[src/rtl/mic_ext_responder_pkg.sv]
`default_nettype none
// +----------------------------------------------------------------------------+
// | mic_ext_responder_pkg                                                      |
// | Shared access codes, size codes and FSM encoding for the external responder|
// | Revision: 1.0                                                              |
// +----------------------------------------------------------------------------+
package mic_ext_responder_pkg;

   localparam logic [1:0] ACCESS_READ  = 2'd0;
   localparam logic [1:0] ACCESS_WRITE = 2'd1;
   localparam logic [1:0] ACCESS_CODE  = 2'd2;
   localparam logic [1:0] ACCESS_NONE  = 2'd3;

   localparam logic [3:0] UC_TADDR = 4'h1;

   localparam logic [2:0] F3_B  = 3'b000;
   localparam logic [2:0] F3_H  = 3'b001;
   localparam logic [2:0] F3_W  = 3'b010;
   localparam logic [2:0] F3_BU = 3'b100;
   localparam logic [2:0] F3_HU = 3'b101;

   typedef enum logic [1:0] {
      ST_IDLE   = 2'd0,
      ST_ACCESS = 2'd1,
      ST_HOLD   = 2'd2
   } state_t;

   function automatic logic is_data_access(input logic [1:0] req);
      return (req == ACCESS_READ) || (req == ACCESS_WRITE);
   endfunction

endpackage
`default_nettype wire

[src/rtl/mic_ext_responder_if.sv]
`default_nettype none
// +----------------------------------------------------------------------------+
// | mic_ext_responder_if                                                       |
// | Downstream valid/ready memory bus between the responder and the fabric     |
// | Revision: 1.0                                                              |
// +----------------------------------------------------------------------------+
interface mic_ext_responder_if;
   logic        w_ext_valid;
   logic        w_ext_we;
   logic [29:0] w_ext_addr;
   logic [3:0]  w_ext_be;
   logic [31:0] w_ext_wdata;
   logic        w_ext_ready;
   logic [31:0] w_ext_rdata;

   modport master (
      output w_ext_valid, w_ext_we, w_ext_addr, w_ext_be, w_ext_wdata,
      input  w_ext_ready, w_ext_rdata
   );

   modport slave (
      input  w_ext_valid, w_ext_we, w_ext_addr, w_ext_be, w_ext_wdata,
      output w_ext_ready, w_ext_rdata
   );
endinterface
`default_nettype wire

[src/rtl/mic_lane_align.sv]
`default_nettype none
// +----------------------------------------------------------------------------+
// | mic_lane_align                                                             |
// | Byte-lane steering for stores and extraction/extension for loads           |
// | Revision: 1.0                                                              |
// +----------------------------------------------------------------------------+
module mic_lane_align
   import mic_ext_responder_pkg::*;
(
   input  logic [1:0]  addr_lo,
   input  logic [2:0]  ctrl,
   input  logic [31:0] wdata,
   input  logic [31:0] rdata,
   output logic [3:0]  be,
   output logic [31:0] wdata_lane,
   output logic [31:0] rdata_ext
);

   logic [7:0]  w_rbyte;
   logic [15:0] w_rhalf;

   // ctrl[2] only selects signedness, so stores decode the size from ctrl[1:0]
   always_comb begin
      be         = 4'b1111;
      wdata_lane = wdata;
      case (ctrl[1:0])
         2'b00: begin
            be         = 4'b0001 << addr_lo;
            wdata_lane = {4{wdata[7:0]}};
         end
         2'b01: begin
            be         = 4'b0011 << {addr_lo[1], 1'b0};
            wdata_lane = {2{wdata[15:0]}};
         end
         default: ;
      endcase
   end

   always_comb begin
      w_rbyte = rdata[7:0];
      case (addr_lo)
         2'd0:    w_rbyte = rdata[7:0];
         2'd1:    w_rbyte = rdata[15:8];
         2'd2:    w_rbyte = rdata[23:16];
         default: w_rbyte = rdata[31:24];
      endcase
      w_rhalf = addr_lo[1] ? rdata[31:16] : rdata[15:0];
   end

   always_comb begin
      rdata_ext = rdata;
      case (ctrl)
         F3_B:    rdata_ext = {{24{w_rbyte[7]}}, w_rbyte};
         F3_H:    rdata_ext = {{16{w_rhalf[15]}}, w_rhalf};
         F3_BU:   rdata_ext = {24'd0, w_rbyte};
         F3_HU:   rdata_ext = {16'd0, w_rhalf};
         F3_W:    rdata_ext = rdata;
         default: rdata_ext = rdata;
      endcase
   end

endmodule
`default_nettype wire

[src/rtl/mic_ext_responder.sv]
`default_nettype none
// +----------------------------------------------------------------------------+
// | mic_ext_responder                                                          |
// | Stalls the CPU and forwards non-local loads/stores to the external bus.    |
// | Optional access timeout: define MIC_RESP_TIMEOUT_EN                        |
// | Revision: 1.0                                                              |
// +----------------------------------------------------------------------------+
module mic_ext_responder
   import mic_ext_responder_pkg::*;
#(
   parameter logic [3:0] LOCAL_TADDR    = UC_TADDR,
   parameter int         TIMEOUT_CYCLES = 255
)(
   input  logic                       CLK,
   input  logic                       RST_X,
   input  logic [31:0]                w_mic_addr,
   input  logic [31:0]                w_mic_wdata,
   input  logic                       w_mic_mmuwe,
   input  logic [2:0]                 w_mic_ctrl,
   input  logic [1:0]                 w_mic_req,
   output logic                       w_stall,
   output logic [31:0]                w_data,
   output logic                       w_timeout,
   mic_ext_responder_if.master        ext
);

   state_t      r_state;
   logic        r_valid;
   logic        r_we;
   logic [29:0] r_eaddr;
   logic [3:0]  r_be;
   logic [31:0] r_wdata;
   logic [31:0] r_data;
   logic [1:0]  r_alo;
   logic [2:0]  r_ctrl;

   logic        w_hit;
   logic        w_idle;
   logic        w_abort;
   logic [1:0]  w_align_alo;
   logic [2:0]  w_align_ctrl;
   logic [3:0]  w_be;
   logic [31:0] w_wlane;
   logic [31:0] w_rext;

   assign w_idle = (r_state == ST_IDLE);
   assign w_hit  = is_data_access(w_mic_req) && (w_mic_addr[31:28] != LOCAL_TADDR);

   // The aligner sees the live CPU request in IDLE and the latched one afterwards
   assign w_align_alo  = w_idle ? w_mic_addr[1:0] : r_alo;
   assign w_align_ctrl = w_idle ? w_mic_ctrl      : r_ctrl;

   mic_lane_align u_align (
      .addr_lo    (w_align_alo),
      .ctrl       (w_align_ctrl),
      .wdata      (w_mic_wdata),
      .rdata      (ext.w_ext_rdata),
      .be         (w_be),
      .wdata_lane (w_wlane),
      .rdata_ext  (w_rext)
   );

`ifdef MIC_RESP_TIMEOUT_EN
   localparam int TO_W = ($clog2(TIMEOUT_CYCLES + 1) > 8) ? $clog2(TIMEOUT_CYCLES + 1) : 8;

   logic [TO_W-1:0] r_tcnt;
   logic            r_timeout;

   assign w_abort = (r_state == ST_ACCESS) && !ext.w_ext_ready &&
                    (r_tcnt == TO_W'(TIMEOUT_CYCLES - 1));

   always_ff @(posedge CLK or negedge RST_X) begin
      if (!RST_X) begin
         r_tcnt    <= '0;
         r_timeout <= 1'b0;
      end else begin
         if (r_state != ST_ACCESS)
            r_tcnt <= '0;
         else if (!ext.w_ext_ready)
            r_tcnt <= r_tcnt + 1'b1;
         if (w_abort)
            r_timeout <= 1'b1;
      end
   end

   assign w_timeout = r_timeout;
`else
   assign w_abort   = 1'b0;
   assign w_timeout = 1'b0;
`endif

   always_ff @(posedge CLK or negedge RST_X) begin
      if (!RST_X) begin
         r_state <= ST_IDLE;
         r_valid <= 1'b0;
         r_we    <= 1'b0;
         r_eaddr <= '0;
         r_be    <= '0;
         r_wdata <= '0;
         r_data  <= '0;
         r_alo   <= '0;
         r_ctrl  <= '0;
      end else begin
         case (r_state)
            ST_IDLE: begin
               if (w_hit) begin
                  r_state <= ST_ACCESS;
                  r_valid <= 1'b1;
                  r_we    <= w_mic_mmuwe;
                  r_eaddr <= w_mic_addr[31:2];
                  r_be    <= w_be;
                  r_wdata <= w_wlane;
                  r_alo   <= w_mic_addr[1:0];
                  r_ctrl  <= w_mic_ctrl;
               end
            end
            ST_ACCESS: begin
               if (ext.w_ext_ready) begin
                  r_valid <= 1'b0;
                  if (!r_we)
                     r_data <= w_rext;
                  r_state <= ST_HOLD;
               end else if (w_abort) begin
                  r_valid <= 1'b0;
                  if (!r_we)
                     r_data <= 32'hFFFF_FFFF;
                  r_state <= ST_HOLD;
               end
            end
            // CPU is still in EX with the same request; do not decode it again
            ST_HOLD: r_state <= ST_IDLE;
            default: r_state <= ST_IDLE;
         endcase
      end
   end

   assign w_stall         = (w_idle && w_hit) || (r_state == ST_ACCESS);
   assign w_data          = r_data;
   assign ext.w_ext_valid = r_valid;
   assign ext.w_ext_we    = r_we;
   assign ext.w_ext_addr  = r_eaddr;
   assign ext.w_ext_be    = r_be;
   assign ext.w_ext_wdata = r_wdata;

endmodule
`default_nettype wire
[src/flat_wrapper.sv]
// flat-port wrapper written by rule: the top's interface ports become plain ports
module mic_ext_responder_flat import mic_ext_responder_pkg::*;
#(
   parameter logic [3:0] LOCAL_TADDR    = UC_TADDR,
   parameter int         TIMEOUT_CYCLES = 255
)
  (CLK, RST_X, w_mic_addr, w_mic_wdata, w_mic_mmuwe, w_mic_ctrl, w_mic_req, w_stall, w_data, w_timeout, ext_w_ext_valid, ext_w_ext_we, ext_w_ext_addr, ext_w_ext_be, ext_w_ext_wdata, ext_w_ext_ready, ext_w_ext_rdata);
  mic_ext_responder_if ext_i ();
  input  logic CLK;
  input  logic RST_X;
  input  logic [31:0] w_mic_addr;
  input  logic [31:0] w_mic_wdata;
  input  logic w_mic_mmuwe;
  input  logic [2:0] w_mic_ctrl;
  input  logic [1:0] w_mic_req;
  output logic w_stall;
  output logic [31:0] w_data;
  output logic w_timeout;
  output wire logic [$bits(ext_i.w_ext_valid)-1:0] ext_w_ext_valid;
  output wire logic [$bits(ext_i.w_ext_we)-1:0] ext_w_ext_we;
  output wire logic [$bits(ext_i.w_ext_addr)-1:0] ext_w_ext_addr;
  output wire logic [$bits(ext_i.w_ext_be)-1:0] ext_w_ext_be;
  output wire logic [$bits(ext_i.w_ext_wdata)-1:0] ext_w_ext_wdata;
  input wire logic [$bits(ext_i.w_ext_ready)-1:0] ext_w_ext_ready;
  input wire logic [$bits(ext_i.w_ext_rdata)-1:0] ext_w_ext_rdata;
  assign ext_w_ext_valid = ext_i.w_ext_valid;
  assign ext_w_ext_we = ext_i.w_ext_we;
  assign ext_w_ext_addr = ext_i.w_ext_addr;
  assign ext_w_ext_be = ext_i.w_ext_be;
  assign ext_w_ext_wdata = ext_i.w_ext_wdata;
  assign ext_i.w_ext_ready = ext_w_ext_ready;
  assign ext_i.w_ext_rdata = ext_w_ext_rdata;
  mic_ext_responder #(.LOCAL_TADDR(LOCAL_TADDR), .TIMEOUT_CYCLES(TIMEOUT_CYCLES)) u_core (.CLK(CLK), .RST_X(RST_X), .w_mic_addr(w_mic_addr), .w_mic_wdata(w_mic_wdata), .w_mic_mmuwe(w_mic_mmuwe), .w_mic_ctrl(w_mic_ctrl), .w_mic_req(w_mic_req), .w_stall(w_stall), .w_data(w_data), .w_timeout(w_timeout), .ext(ext_i));
endmodule
[config.mk]
export PLATFORM = sky130hd
export DESIGN_NAME = mic_ext_responder_flat
export DESIGN_NICKNAME = d
export VERILOG_FILES = /design/src/rtl/mic_ext_responder_pkg.sv /design/src/rtl/mic_ext_responder_if.sv /design/src/rtl/mic_lane_align.sv /design/src/rtl/mic_ext_responder.sv /design/src/flat_wrapper.sv
export SDC_FILE = /design/constraint.sdc
export NUM_CORES = 1
export LEC_CHECK = 0
export CORE_MARGIN = 2
export CORE_UTILIZATION = 30
export DETAILED_ROUTE_END_ITERATION = 8
export GPL_TIMING_DRIVEN = 1
export PLACE_DENSITY = 0.7
export SYNTH_ARGS = -nofsm -noshare
export SYNTH_HDL_FRONTEND = slang
export SYNTH_HIERARCHICAL = 1
export SYNTH_SLANG_ARGS = --single-unit
[constraint.sdc]
create_clock -name CLK -period 4.45 [get_ports CLK]
set_input_delay 0.6675 -clock CLK [delete_from_list [all_inputs] [get_ports CLK]]
set_output_delay 0.6675 -clock CLK [all_outputs]
set_load 0.005 [all_outputs]
==> results.sh <==
export IMPL_status="complete, no violations"
export IMPL_fin_tns_setup_ns=0
export IMPL_synthesis_area_mm2=0.00540
export IMPL_setup_violations_final=0
export IMPL_cts_setup_buffers=0
export IMPL_synth_ff_type="dfrtp_1"
export IMPL_register_area_mm2=0.00268
export IMPL_synth_area_leaders="dfrtp_1 (50%), mux2_2 (17%), mux2_4 (11%), nand2_1 (3.4%), mux2i_1 (2.0%)"
export IMPL_finalHoldViolCount=0
export IMPL_vias_per_cell=4.76
export IMPL_clk_pin_slew_ns=0.07
export IMPL_grt_use_total_pct=15.5
export IMPL_hpwl_mm=10.9
export IMPL_crit_fanout=24
export IMPL_cp_required_ns=4.68
export IMPL_grt_pass1_wl_mm=23.7
export IMPL_synth_most_common_cell="dfrtp_1"
export IMPL_grt_pass1_vias=4318
export IMPL_ir_drop_mv=0.232
export IMPL_syn_num_nets=525
export IMPL_hold_path_class="input pin to asynchronous set/reset pin"
export IMPL_ys_ff_latch=107
export IMPL_worst_hold_slack_ns=0.486
export IMPL_die_w_um=138
export IMPL_cts_root_buf="clkbuf_16"
export IMPL_ys_types=42
export IMPL_routabilityCongestion=0.792
export IMPL_cp_arrival_ns=3.26
export IMPL_power_frac_seq_pct=34.3
export IMPL_cap_viol_max_count=0
export IMPL_crit_reg2reg_capture="u_core/w_data[5]"
export IMPL_synth_edff_count=0
export IMPL_final_util_pct=43.7
export IMPL_h_tree_depth=3
export IMPL_synthesis_instances=420
export IMPL_die_height_um=138
export IMPL_drt_iter0_markers=196
export IMPL_ys_seq_area_share_pct=49.6
export IMPL_synth_top_area_share_pct=49.6
export IMPL_placed_cells=823
export IMPL_powerDensity_mw_per_mm2=625
export IMPL_antennaDiodeCount=0
export IMPL_p_clk_share_pct=15.8
export IMPL_final_cells=839
export IMPL_cellLeakagePower_nw=3.33
export IMPL_switching_share_pct=31.1
export IMPL_clock_fmax_mhz=330
export IMPL_r2r_slack_ns=1.42
export IMPL_cp_end_kind="flip-flop"
export IMPL_crit_type="flip-flop to flip-flop"
export IMPL_synth_area_leader_cell="dfrtp_1"
export IMPL_clk_latency_ns=0.35
export IMPL_clk_path_buf_depth=2
export IMPL_power_mw=4.88
export IMPL_fp_dieArea_mm2=0.0191
export IMPL_startpoint_type="flip-flop"
export IMPL_cts_hold_buf=0
export IMPL_cts_num_sinks=107
export IMPL_core_mm2=0.0178
export IMPL_postRouteAntennaNets=0
export IMPL_rows=49
export IMPL_drv_slew=0
export IMPL_top_level_ports=207
export IMPL_p_int_mw=3.36
export IMPL_cts_tree="done"
export IMPL_comb_power_share_pct=49.9
export IMPL_overflow=0
export IMPL_wl_per_cell_um=17.9
export IMPL_reg2regPathDepth=7
export IMPL_skew_ns=0.00602
export IMPL_timing_rr_start="u_core/r_state[1]"
export IMPL_syn_to_final_growth_pct=44.4
export IMPL_maxSlewHeadroom_pct=28.0
export IMPL_vias=3996
export IMPL_first_pass_iters=7
export IMPL_start_util_pct=30.3
export IMPL_drive_above_1_share_pct=24.4
export IMPL_synth_commonest_cells="dfrtp_1 (107), mux2_2 (80), nand2_1 (49), mux2_4 (40), buf_4 (12)"
export IMPL_multi_input_area_mm2=0.00247
export IMPL_syn_avg_cell_area_um2=12.9
export IMPL_nNetsFinal=710
export IMPL_fin_crit_sh_pct=68.0
export IMPL_rsz0062_at_grt="no"
export IMPL_antenna_found_initial=0
export IMPL_nFillCells=1631
export IMPL_min_period_ns=3.03
export IMPL_drc=0
export IMPL_worst_pin_slew_ns=1.08
export IMPL_synthArstFlopShare_pct=100
export IMPL_routed_wl_mm=15.0
export IMPL_cts_buffers=9
export IMPL_synth_warnings=6
export IMPL_switching_power_mw=1.52
export IMPL_grt_max_degree=82
export IMPL_io_buffers=204
export IMPL_cts_resized=0
[cells by family after synthesis]
logic type	share of synthesized area (%)
other	0.0694
buffers and inverters	5.03
AND/OR/NAND/NOR	7.53
multiplexers	31.1
flip-flops	49.6
AO/OA/AOI/OAI	6.72
[routing by layer]
layer / vias to the layer above / wire length (µm) / track usage (%)
li1: 1844 / - / -
met1: 1980 / 6100 / 18.5
met2: 145 / 7590 / 26.4
met3: 27 / 861 / 4.02
met4: 0 / 446 / 7.20
met5: - / 0 / 0
[area by class of cell]
cell class,instances,area share [%]
inverter,5,0.241
multi-input combinational,274,31.6
tap,229,3.67
clock buffer,12,3.29
timing repair buffer,208,26.5
sequential,107,34.3
clock inverter,4,0.305
[worst max-delay path, stage by stage, from the launching register on]
cell     delay (ns)
dfrtp_1        0.43
nor2_1         0.41
mux2_2         0.65
nor2b_1        0.60
nor2_1         0.14
a22oi_1        0.26
o21ai_0        0.12
mux2_2         0.29
[per-stage QoR]
| step | setup slack [ns] | area [µm²] |
|---|---|---|
| after global routing | 1.23 | 7800 |
| after floorplan | 2.19 | 5400 |
| after global placement | 1.33 | 7520 |
| final | 1.42 | 7800 |
| after CTS | 1.46 | 7800 |
| after detailed placement | 1.28 | 7520 |
[worst max-delay path by stage]
stage                                 start           endpoint
after global routing      u_core/r_state[0]  u_core/w_data[21]
final                     u_core/r_state[1]   u_core/w_data[5]
after global placement        w_mic_ctrl[1]  u_core/w_data[17]
after CTS                 u_core/r_state[1]   u_core/w_data[5]
after detailed placement      w_mic_ctrl[1]  u_core/w_data[22]
after floorplan           u_core/r_state[1]   u_core/w_data[8]
[cell usage in the layout (no fill, tap or decap), drive strengths merged]
cell / instances
o32a: 1
or2b: 1
clkinv: 3
and2b: 1
o22ai: 1
nand2b: 4
o21bai: 3
a21oi: 7
o22a: 5
inv: 6
o31ai: 2
conb: 1
nand3b: 1
or2: 1
nand2: 49
nor3: 6
mux2i: 11
clkbuf: 12
a31oi: 1
nor4b: 1
o21ai: 12
and2: 1
dfrtp: 107
nor4: 3
buf: 5
nor2b: 7
nor2: 11
a221o: 4
a211o: 1
a21o: 6
a22oi: 2
a2bb2oi: 4
mux2: 126
a211oi: 1
clkdlybuf4s50: 203
[state kept, by name (all words and copies together) (netlist names)]
register                flops
u_core/ext.w_ext_wdata     32
u_core/w_data              32
u_core/ext.w_ext_addr      30
u_core/ext.w_ext_be         4
u_core/r_ctrl               3
u_core/r_alo                2
u_core/r_state              2
u_core/ext.w_ext_valid      1
u_core/ext.w_ext_we         1
[power groups by stage]
stage                     clock (mW)  sequential, mW  combinational [mW]
after floorplan                    0            1.69                1.22
after global placement             0            1.67                2.41
after global routing           0.845            1.74                2.60
after CTS                      0.805            1.69                2.46
final                          0.769            1.67                2.43
after detailed placement           0            1.69                2.45
(Power assumes the default switching activity.)
